`src/rtl/uart_pkg.sv`:
```
// Shared types and helpers for the UART frame monitor.
package uart_pkg;

  // Parity mode selector; values match the PARITY parameter encoding.
  typedef enum logic [1:0] {
    PAR_NONE = 2'd0,
    PAR_ODD  = 2'd1,
    PAR_EVEN = 2'd2
  } parity_e;

  // Receiver FSM states.
  typedef enum logic [2:0] {
    ST_IDLE,
    ST_START,
    ST_DATA,
    ST_PARITY,
    ST_STOP
  } rx_state_e;

  // Widest supported data field.
  localparam int MAX_DATA_BITS = 9;

  // FIFO entry layout, MSB first: {break, frame_err, parity_err, data}.
  // Instances carry only DATA_BITS of data; entry_width() gives the packed width.
  typedef struct packed {
    logic                     brk;
    logic                     frame_err;
    logic                     parity_err;
    logic [MAX_DATA_BITS-1:0] data;
  } rx_entry_t;

  // Packed width of one FIFO entry for a given data width.
  function automatic int entry_width(input int data_bits);
    return data_bits + 3;
  endfunction

endpackage

```
`src/rtl/uart_frame_monitor_sync_fifo.sv`:
```
// First-word-fall-through FIFO; a push while full is dropped unless a pop frees the slot.
module sync_fifo #(
  parameter int WIDTH = 11,
  parameter int DEPTH = 16
) (
  input  logic                   clk,
  input  logic                   reset,
  input  logic                   push,
  input  logic [WIDTH-1:0]       push_data,
  input  logic                   pop,
  output logic [WIDTH-1:0]       pop_data,
  output logic                   full,
  output logic                   empty,
  output logic [$clog2(DEPTH):0] count,
  output logic                   drop
);
  localparam int AW = $clog2(DEPTH);

  logic [WIDTH-1:0] mem [DEPTH];
  logic [AW-1:0]    wr_ptr_reg;
  logic [AW-1:0]    rd_ptr_reg;
  logic [AW:0]      count_reg;
  logic             do_push;
  logic             do_pop;

  assign full    = (count_reg == (AW+1)'(DEPTH));
  assign empty   = (count_reg == '0);
  assign do_pop  = pop && !empty;
  // A simultaneous pop frees the head slot, so a push while full still fits.
  assign do_push = push && (!full || do_pop);
  assign drop    = push && !do_push;

  // Storage write; contents need no reset because occupancy gates the read side.
  always_ff @(posedge clk) begin
    if (do_push) begin
      mem[wr_ptr_reg] <= push_data;
    end
  end

  // Pointer and occupancy bookkeeping.
  always_ff @(posedge clk) begin
    if (reset) begin
      wr_ptr_reg <= '0;
      rd_ptr_reg <= '0;
      count_reg  <= '0;
    end else begin
      if (do_push) wr_ptr_reg <= wr_ptr_reg + 1'b1;
      if (do_pop)  rd_ptr_reg <= rd_ptr_reg + 1'b1;
      count_reg <= count_reg + {{AW{1'b0}}, do_push} - {{AW{1'b0}}, do_pop};
    end
  end

  // Head presented combinationally; zero while empty so outputs are clean after reset.
  assign pop_data = empty ? '0 : mem[rd_ptr_reg];
  assign count    = count_reg;

endmodule

```
`src/rtl/uart_frame_monitor.sv`:
```
// Oversampled UART receiver with parity/framing/break detection feeding a FWFT frame FIFO.
module uart_frame_monitor
  import uart_pkg::*;
#(
  parameter int CLK_FREQ_MHZ = 27,
  parameter int BAUD_RATE    = 115200,
  parameter int OVERSAMPLE   = 16,
  parameter int DATA_BITS    = 8,
  parameter int PARITY       = 0,
  parameter int STOP_BITS    = 1,
  parameter int FIFO_DEPTH   = 16
) (
  input  logic                          clk,
  input  logic                          reset,
  input  logic                          uart_rx,
  output logic                          out_valid,
  output logic [DATA_BITS-1:0]          out_data,
  output logic                          out_parity_err,
  output logic                          out_frame_err,
  output logic                          out_break,
  input  logic                          out_pop,
  output logic                          overflow,
  input  logic                          overflow_clr,
  output logic [$clog2(FIFO_DEPTH):0]   fifo_count
);
  localparam int TICK_DIV = (CLK_FREQ_MHZ * 1000000 + BAUD_RATE * OVERSAMPLE / 2)
                            / (BAUD_RATE * OVERSAMPLE);
  localparam int BIT_CLKS = TICK_DIV * OVERSAMPLE;
  localparam int TW = $clog2(TICK_DIV + 1);
  localparam int OW = $clog2(OVERSAMPLE);
  localparam int HW = $clog2(BIT_CLKS + 1);
  localparam int EW = entry_width(DATA_BITS);
  localparam parity_e         PAR_MODE  = parity_e'(PARITY);
  localparam logic [TW-1:0]   TICK_LAST = TW'(TICK_DIV - 1);
  localparam logic [OW-1:0]   OS_MID    = OW'(OVERSAMPLE / 2 - 1);
  localparam logic [OW-1:0]   OS_LAST   = OW'(OVERSAMPLE - 1);
  localparam logic [3:0]      DATA_LAST = 4'(DATA_BITS - 1);
  localparam logic            STOP_LAST = 1'(STOP_BITS - 1);
  localparam logic [HW-1:0]   HOLD_LAST = HW'(BIT_CLKS - 1);

  logic sync1_reg, sync2_reg, prev_reg;
  logic rx_line, fall;

  rx_state_e      state_reg, state_next;
  logic [TW-1:0]  tick_reg, tick_next;
  logic [OW-1:0]  os_reg, os_next;
  logic [3:0]     bit_reg, bit_next;
  logic [DATA_BITS-1:0] shift_reg, shift_next;
  logic           perr_reg, perr_next;
  logic           ferr_reg, ferr_next;
  logic           par_low_reg, par_low_next;
  logic           stop_cnt_reg, stop_cnt_next;
  logic           stop1_low_reg, stop1_low_next;
  logic           hold_reg, hold_next;
  logic [HW-1:0]  hold_cnt_reg, hold_cnt_next;

  logic           tick, sample, par_exp, first_stop_low;
  logic           push, push_brk, push_ferr;
  logic [EW-1:0]  push_vec, head_vec;
  logic           fifo_full, fifo_empty, fifo_drop;
  logic           overflow_reg;

  // Two-flop synchroniser plus one stage of history for falling-edge detection.
  always_ff @(posedge clk) begin
    if (reset) begin
      sync1_reg <= 1'b1;
      sync2_reg <= 1'b1;
      prev_reg  <= 1'b1;
    end else begin
      sync1_reg <= uart_rx;
      sync2_reg <= sync1_reg;
      prev_reg  <= sync2_reg;
    end
  end

  assign rx_line = sync2_reg;
  assign fall    = prev_reg & ~rx_line;

  // FSM and datapath state register.
  always_ff @(posedge clk) begin
    if (reset) begin
      state_reg     <= ST_IDLE;
      tick_reg      <= '0;
      os_reg        <= '0;
      bit_reg       <= '0;
      shift_reg     <= '0;
      perr_reg      <= 1'b0;
      ferr_reg      <= 1'b0;
      par_low_reg   <= 1'b1;
      stop_cnt_reg  <= 1'b0;
      stop1_low_reg <= 1'b0;
      hold_reg      <= 1'b0;
      hold_cnt_reg  <= '0;
    end else begin
      state_reg     <= state_next;
      tick_reg      <= tick_next;
      os_reg        <= os_next;
      bit_reg       <= bit_next;
      shift_reg     <= shift_next;
      perr_reg      <= perr_next;
      ferr_reg      <= ferr_next;
      par_low_reg   <= par_low_next;
      stop_cnt_reg  <= stop_cnt_next;
      stop1_low_reg <= stop1_low_next;
      hold_reg      <= hold_next;
      hold_cnt_reg  <= hold_cnt_next;
    end
  end

  // Next-state logic: divider, mid-bit sampling, error accumulation and push decision.
  always_comb begin
    state_next     = state_reg;
    tick_next      = tick_reg;
    os_next        = os_reg;
    bit_next       = bit_reg;
    shift_next     = shift_reg;
    perr_next      = perr_reg;
    ferr_next      = ferr_reg;
    par_low_next   = par_low_reg;
    stop_cnt_next  = stop_cnt_reg;
    stop1_low_next = stop1_low_reg;
    hold_next      = hold_reg;
    hold_cnt_next  = hold_cnt_reg;
    push           = 1'b0;
    push_brk       = 1'b0;
    push_ferr      = 1'b0;
    first_stop_low = 1'b0;
    tick           = (tick_reg == TICK_LAST);
    sample         = tick && (os_reg == OS_MID);
    par_exp        = (PAR_MODE == PAR_EVEN) ? ^shift_reg : ~^shift_reg;

    if (state_reg != ST_IDLE) begin
      tick_next = tick ? '0 : tick_reg + 1'b1;
      if (tick) os_next = (os_reg == OS_LAST) ? '0 : os_reg + 1'b1;
    end

    case (state_reg)
      ST_IDLE: begin
        tick_next = '0;
        os_next   = '0;
        if (hold_reg) begin
          // After a break, wait for a full bit time of continuous high line.
          if (!rx_line) begin
            hold_cnt_next = '0;
          end else if (hold_cnt_reg == HOLD_LAST) begin
            hold_next     = 1'b0;
            hold_cnt_next = '0;
          end else begin
            hold_cnt_next = hold_cnt_reg + 1'b1;
          end
        end else if (fall) begin
          state_next     = ST_START;
          bit_next       = '0;
          perr_next      = 1'b0;
          ferr_next      = 1'b0;
          par_low_next   = 1'b1;
          stop_cnt_next  = 1'b0;
          stop1_low_next = 1'b0;
        end
      end
      ST_START: begin
        if (sample) state_next = rx_line ? ST_IDLE : ST_DATA;
      end
      ST_DATA: begin
        if (sample) begin
          shift_next = {rx_line, shift_reg[DATA_BITS-1:1]};
          if (bit_reg == DATA_LAST) begin
            state_next = (PAR_MODE == PAR_NONE) ? ST_STOP : ST_PARITY;
          end else begin
            bit_next = bit_reg + 1'b1;
          end
        end
      end
      ST_PARITY: begin
        if (sample) begin
          perr_next    = (rx_line != par_exp);
          par_low_next = ~rx_line;
          state_next   = ST_STOP;
        end
      end
      ST_STOP: begin
        if (sample) begin
          if (stop_cnt_reg == 1'b0) stop1_low_next = ~rx_line;
          if (!rx_line) ferr_next = 1'b1;
          if (stop_cnt_reg == STOP_LAST) begin
            first_stop_low = (stop_cnt_reg == 1'b0) ? ~rx_line : stop1_low_reg;
            push_brk       = (shift_reg == '0) && par_low_reg && first_stop_low;
            push_ferr      = ferr_reg | ~rx_line | push_brk;
            push           = 1'b1;
            state_next     = ST_IDLE;
            hold_next      = push_brk;
            hold_cnt_next  = '0;
          end else begin
            stop_cnt_next = stop_cnt_reg + 1'b1;
          end
        end
      end
      default: state_next = ST_IDLE;
    endcase
  end

  assign push_vec = {push_brk, push_ferr, perr_reg, shift_reg};

  sync_fifo #(
    .WIDTH (EW),
    .DEPTH (FIFO_DEPTH)
  ) u_fifo (
    .clk       (clk),
    .reset     (reset),
    .push      (push),
    .push_data (push_vec),
    .pop       (out_pop),
    .pop_data  (head_vec),
    .full      (fifo_full),
    .empty     (fifo_empty),
    .count     (fifo_count),
    .drop      (fifo_drop)
  );

  // Sticky overflow; a new drop wins over a same-cycle clear.
  always_ff @(posedge clk) begin
    if (reset) begin
      overflow_reg <= 1'b0;
    end else if (fifo_drop && fifo_full) begin
      overflow_reg <= 1'b1;
    end else if (overflow_clr) begin
      overflow_reg <= 1'b0;
    end
  end

  assign overflow  = overflow_reg;
  assign out_valid = ~fifo_empty;
  assign {out_break, out_frame_err, out_parity_err, out_data} = head_vec;

endmodule

```
`config.mk`:
```
export PLATFORM = sky130hd
export DESIGN_NAME = uart_frame_monitor
export DESIGN_NICKNAME = d
export VERILOG_FILES = /design/src/rtl/uart_pkg.sv /design/src/rtl/uart_frame_monitor_sync_fifo.sv /design/src/rtl/uart_frame_monitor.sv
export SDC_FILE = /design/constraint.sdc
export NUM_CORES = 1
export LEC_CHECK = 0
export CAP_MARGIN = 15
export CORE_MARGIN = 2
export CORE_UTILIZATION = 47
export DETAILED_ROUTE_END_ITERATION = 10
export PLACE_DENSITY = 0.74
export SYNTH_ARGS = -nofsm -noshare
export SYNTH_HDL_FRONTEND = slang
export SYNTH_SLANG_ARGS = --single-unit
```
`constraint.sdc`:
```
create_clock -name clk -period 3.8 [get_ports clk]
set_input_delay 0.76 -clock clk [delete_from_list [all_inputs] [get_ports clk]]
set_output_delay 0.76 -clock clk [all_outputs]
set_load 0.005 [all_outputs]
```
==> key figures <==
Final layout
  – Fin util: 0.547
  – Commonest non-fill, non-tap cell in the layout: edfxtp_1
  – Nets: around 700
  – Layout Cells excl Fill: between 900 and 1000
  – Leading cell types in the layout, fill and taps excluded: 176 x edfxtp_1, 54 x dfxtp_1, 46 x inv_1
  – Share of cells above drive strength 1: 0.173
  – Post-layout instance area: between 0.01 and 0.015 sq mm
  – Area growth syn-to-layout: 15.0%
  – N_diodes: 0
  – Max reg flops: 176

Yosys
  – Simple-gate share of the synthesized area: 0.0880
  – Post-Synth Adder-Cell Area: 0.0257
  – Main synth FF type: edfxtp_1
  – Async S/R FF share, synth: 0
  – Xor/xnor share of the synthesized area: 0.0119
  – Post-synthesis compound-gate area fraction: 0.0549
  – YS warnings: 0
  – Leading area contributor after synthesis: edfxtp_1
  – Synth top area cells: edfxtp_1 55%, dfxtp_1 12%, mux4_2 10%
  – Gate Count Post-Synth: 625
  – Post-synthesis register bit count: between 200 and 250
  – Largest family of logic cells by synthesized area: multiplexers
  – Sequential share of the synthesized area: 0.671
  – Synthesized area: 0.00955 sq mm
  – Yosys top cell area share: 0.553
  – Post-synthesis mux area share: 0.118
  – Yosys cell types: 57
  – Avg Inst Size Synth: about 15 sq um
  – Syn nets: between 600 and 700
  – EDFF count, synth: 176

CTS
  – Post-CTS Hold Fix Bufs: 0
  – Skew-Pair Late Insertion Delay: 0.51 ns
  – CTS Root Cell: clkbuf_16
  – Clock sink count: about 230
  – H-tree depth: 1
  – Deepest clock path buffer count: 3
  – Clock transition at path regs: ~0.060 ns
  – TritonCTS clock tree: done
  – Num CTS Buffers: 24

Drt
  – Vias/cell: ~5.7
  – Drt total wl: 19300 microns
  – Via count: 5446
  – Drt pass-1 iters: 5
  – Iteration-0 DRC Markers: 368
  – Final ANT Viol Nets: 0
  – DRC: 0
  – Drt wl/cell: ~20 microns

Global routing
  – First-pass GRT wire length: 30800 microns
  – Largest net degree at the start of global routing: between 40 and 50
  – Number of global-route vias before repair: 5568
  – Initial antenna violation count: 0
  – Grt total ovfl: 0
  – Gr usage total: 0.183

Setup path
  – CP Capture Type: primary output
  – Maximum fanout along the worst path: 11
  – Reg2reg start: u_fifo.count[3]
  – R2r setup slk: 0.68 ns
  – Worst EP arrival: 2.85 ns
  – Crit path from: u_fifo.count[3]
  – Cells on worst reg2reg path: 13
  – CP peak stage delay: between 0.5 and 0.6 ns
  – Reg2Reg Capture Point: u_fifo.count[4]
  – Crit Path Class: reg -> out
  – Startpoint types: register
  – Worst path slowest cell: or4b_4
  – CP required: 3.04 ns
  – Worst path cell trace: inv_1, ha_1, or4b_4, and3b_1, a221o_1, clkdlybuf4s50_1

Floorplanning
  – Initial Util: 0.475
  – Die ar.: 0.0215 sq mm
  – # IOs: 23
  – Width of the die: approximately 150 microns
  – Core Area: 0.0201 sq mm
  – # rows: 52
  – Die span in y: about 150 microns

Placed design
  – Port bufs: 22
  – Detailed Place HPWL: around 12000 microns
  – Placed inst area: a little over 0.01 sq mm
  – Cell count after placement: 911
  – Gpl congestion: 0.861
  – Pre-CTS setup slack: 0.220 ns

Power
  – PD cells: 572 mW/mm^2
  – VDD IR max: between 400 and 500 uV
  – Leakage: between 3 and 4 nW

Timing
  – Fin crit share: 0.950
  – Final Slew Violations: 0
  – Fin crit period: 3.61 ns
  – Final Skew: 0.0131 ns
  – Final Hold Viols: 0
  – Worst slew margin: 0.452
  – Total negative slack: 0 ns
  – Slew at the pin with the worst max-slew slack: 0.821 ns
  – RSZ-0062 raised after global routing: false
  – Post-route setup slack: 0.191 ns
  – FMAX: between 200 and 300 MHz
  – Final setup fails: 0

Min path
  – HP Start: sync1_reg
  – Hold path endpoint: rx_line
  – Hold depth: 1
  – Worst min-delay path class: reg -> reg

Outcome
  – Status: finished clean

Run
  – MaxCap Viol Count: 0
[routing by layer]
| metal | track usage | vias up | wire length (microns) |
|---|---|---|---|
| met2 | 0.317 | 180 | 9720 |
| met5 | 0 | - | 0 |
| li1 | - | 2491 | - |
| met3 | 0.0309 | 34 | 1180 |
| met4 | 0.0393 | 0 | 399 |
| met1 | 0.245 | 2741 | 7980 |
[power breakdown]
| part | switching, W | internal [W] | leakage [nW] |
|---|---|---|---|
| Clock | 0.000921 | 0.00135 | 0.379 |
| Sequential | 0.0000436 | 0.00274 | 2.16 |
| Combinational | 0.000574 | 0.000665 | 1.22 |
| Total | 0.00154 | 0.00475 | 3.76 |
[critical path: cells and delay by family (launching register included)]
family / cells / cell delay, ns
AOI/OAI and AO/OA: 1 / 0.37
buffers and inverters: 2 / 0.55
and+or+nand+nor: 2 / 0.92
DFF: 1 / 0.33
adders and majority gates: 1 / 0.16
[area by class of cell]
class                           count  area [sq um]
Fill cell                        1539          9120
Sequential cell                   232          6410
Multi-Input combinational cell    320          2880
Clock buffer                       33           654
Timing Repair Buffer               44           410
Tap cell                          270           338
Inverter                           47           176
Clock inverter                     11           125
[cells by family (layout without fill, tap and decap cells)]
family | Yosys count | count (layout)
XOR/XNOR | 13 | 13
buffers and inverters | 73 | 135
adder cells (fa/ha/maj) | 19 | 19
flip-flops | 232 | 232
AND/OR/NAND/NOR | 153 | 153
AO/OA/AOI/OAI | 77 | 77
multiplexers | 58 | 58
[how the worst max path moves through the flow]
stage               slack [ns]         endpoint
global placement          0.43      out_data[7]
CTS                       0.02      out_data[2]
floorplan                 0.95  u_fifo.count[4]
finish                    0.19      out_data[3]
detailed placement        0.22    out_frame_err
global route              0.08      out_data[4]
[Yosys cell counts (6+ instances only)]
master / instances
nor3_1: 9
o21ai_0: 11
nand3_1: 16
a221o_1: 11
a21oi_1: 23
nand2_1: 23
mux2i_1: 14
nor2_1: 39
xnor2_1: 7
o22ai_1: 11
inv_1: 46
dfxtp_1: 56
xor2_1: 6
nor2b_1: 6
or3_1: 6
edfxtp_1: 176
buf_2: 11
mux4_2: 44
nand2b_1: 12
clkbuf_1: 13
ha_1: 18
[per-stage QoR]
stage,hold WS (ns),total power [W]
after floorplan,0.389,0.00363
after global placement,0.394,0.00403
after detailed placement,0.399,0.00406
after CTS,0.414,0.00633
after global routing,0.451,0.00653
final,0.415,0.00629
[what timing repair did]
item	4_1_cts	5_1_grt
resized for setup	2	2
setup endpoints to repair	11	11
gates cloned	0	0
setup buffers	2	0
pin swaps	1	0
No activity file was read; power rests on OpenSTA's default activity.
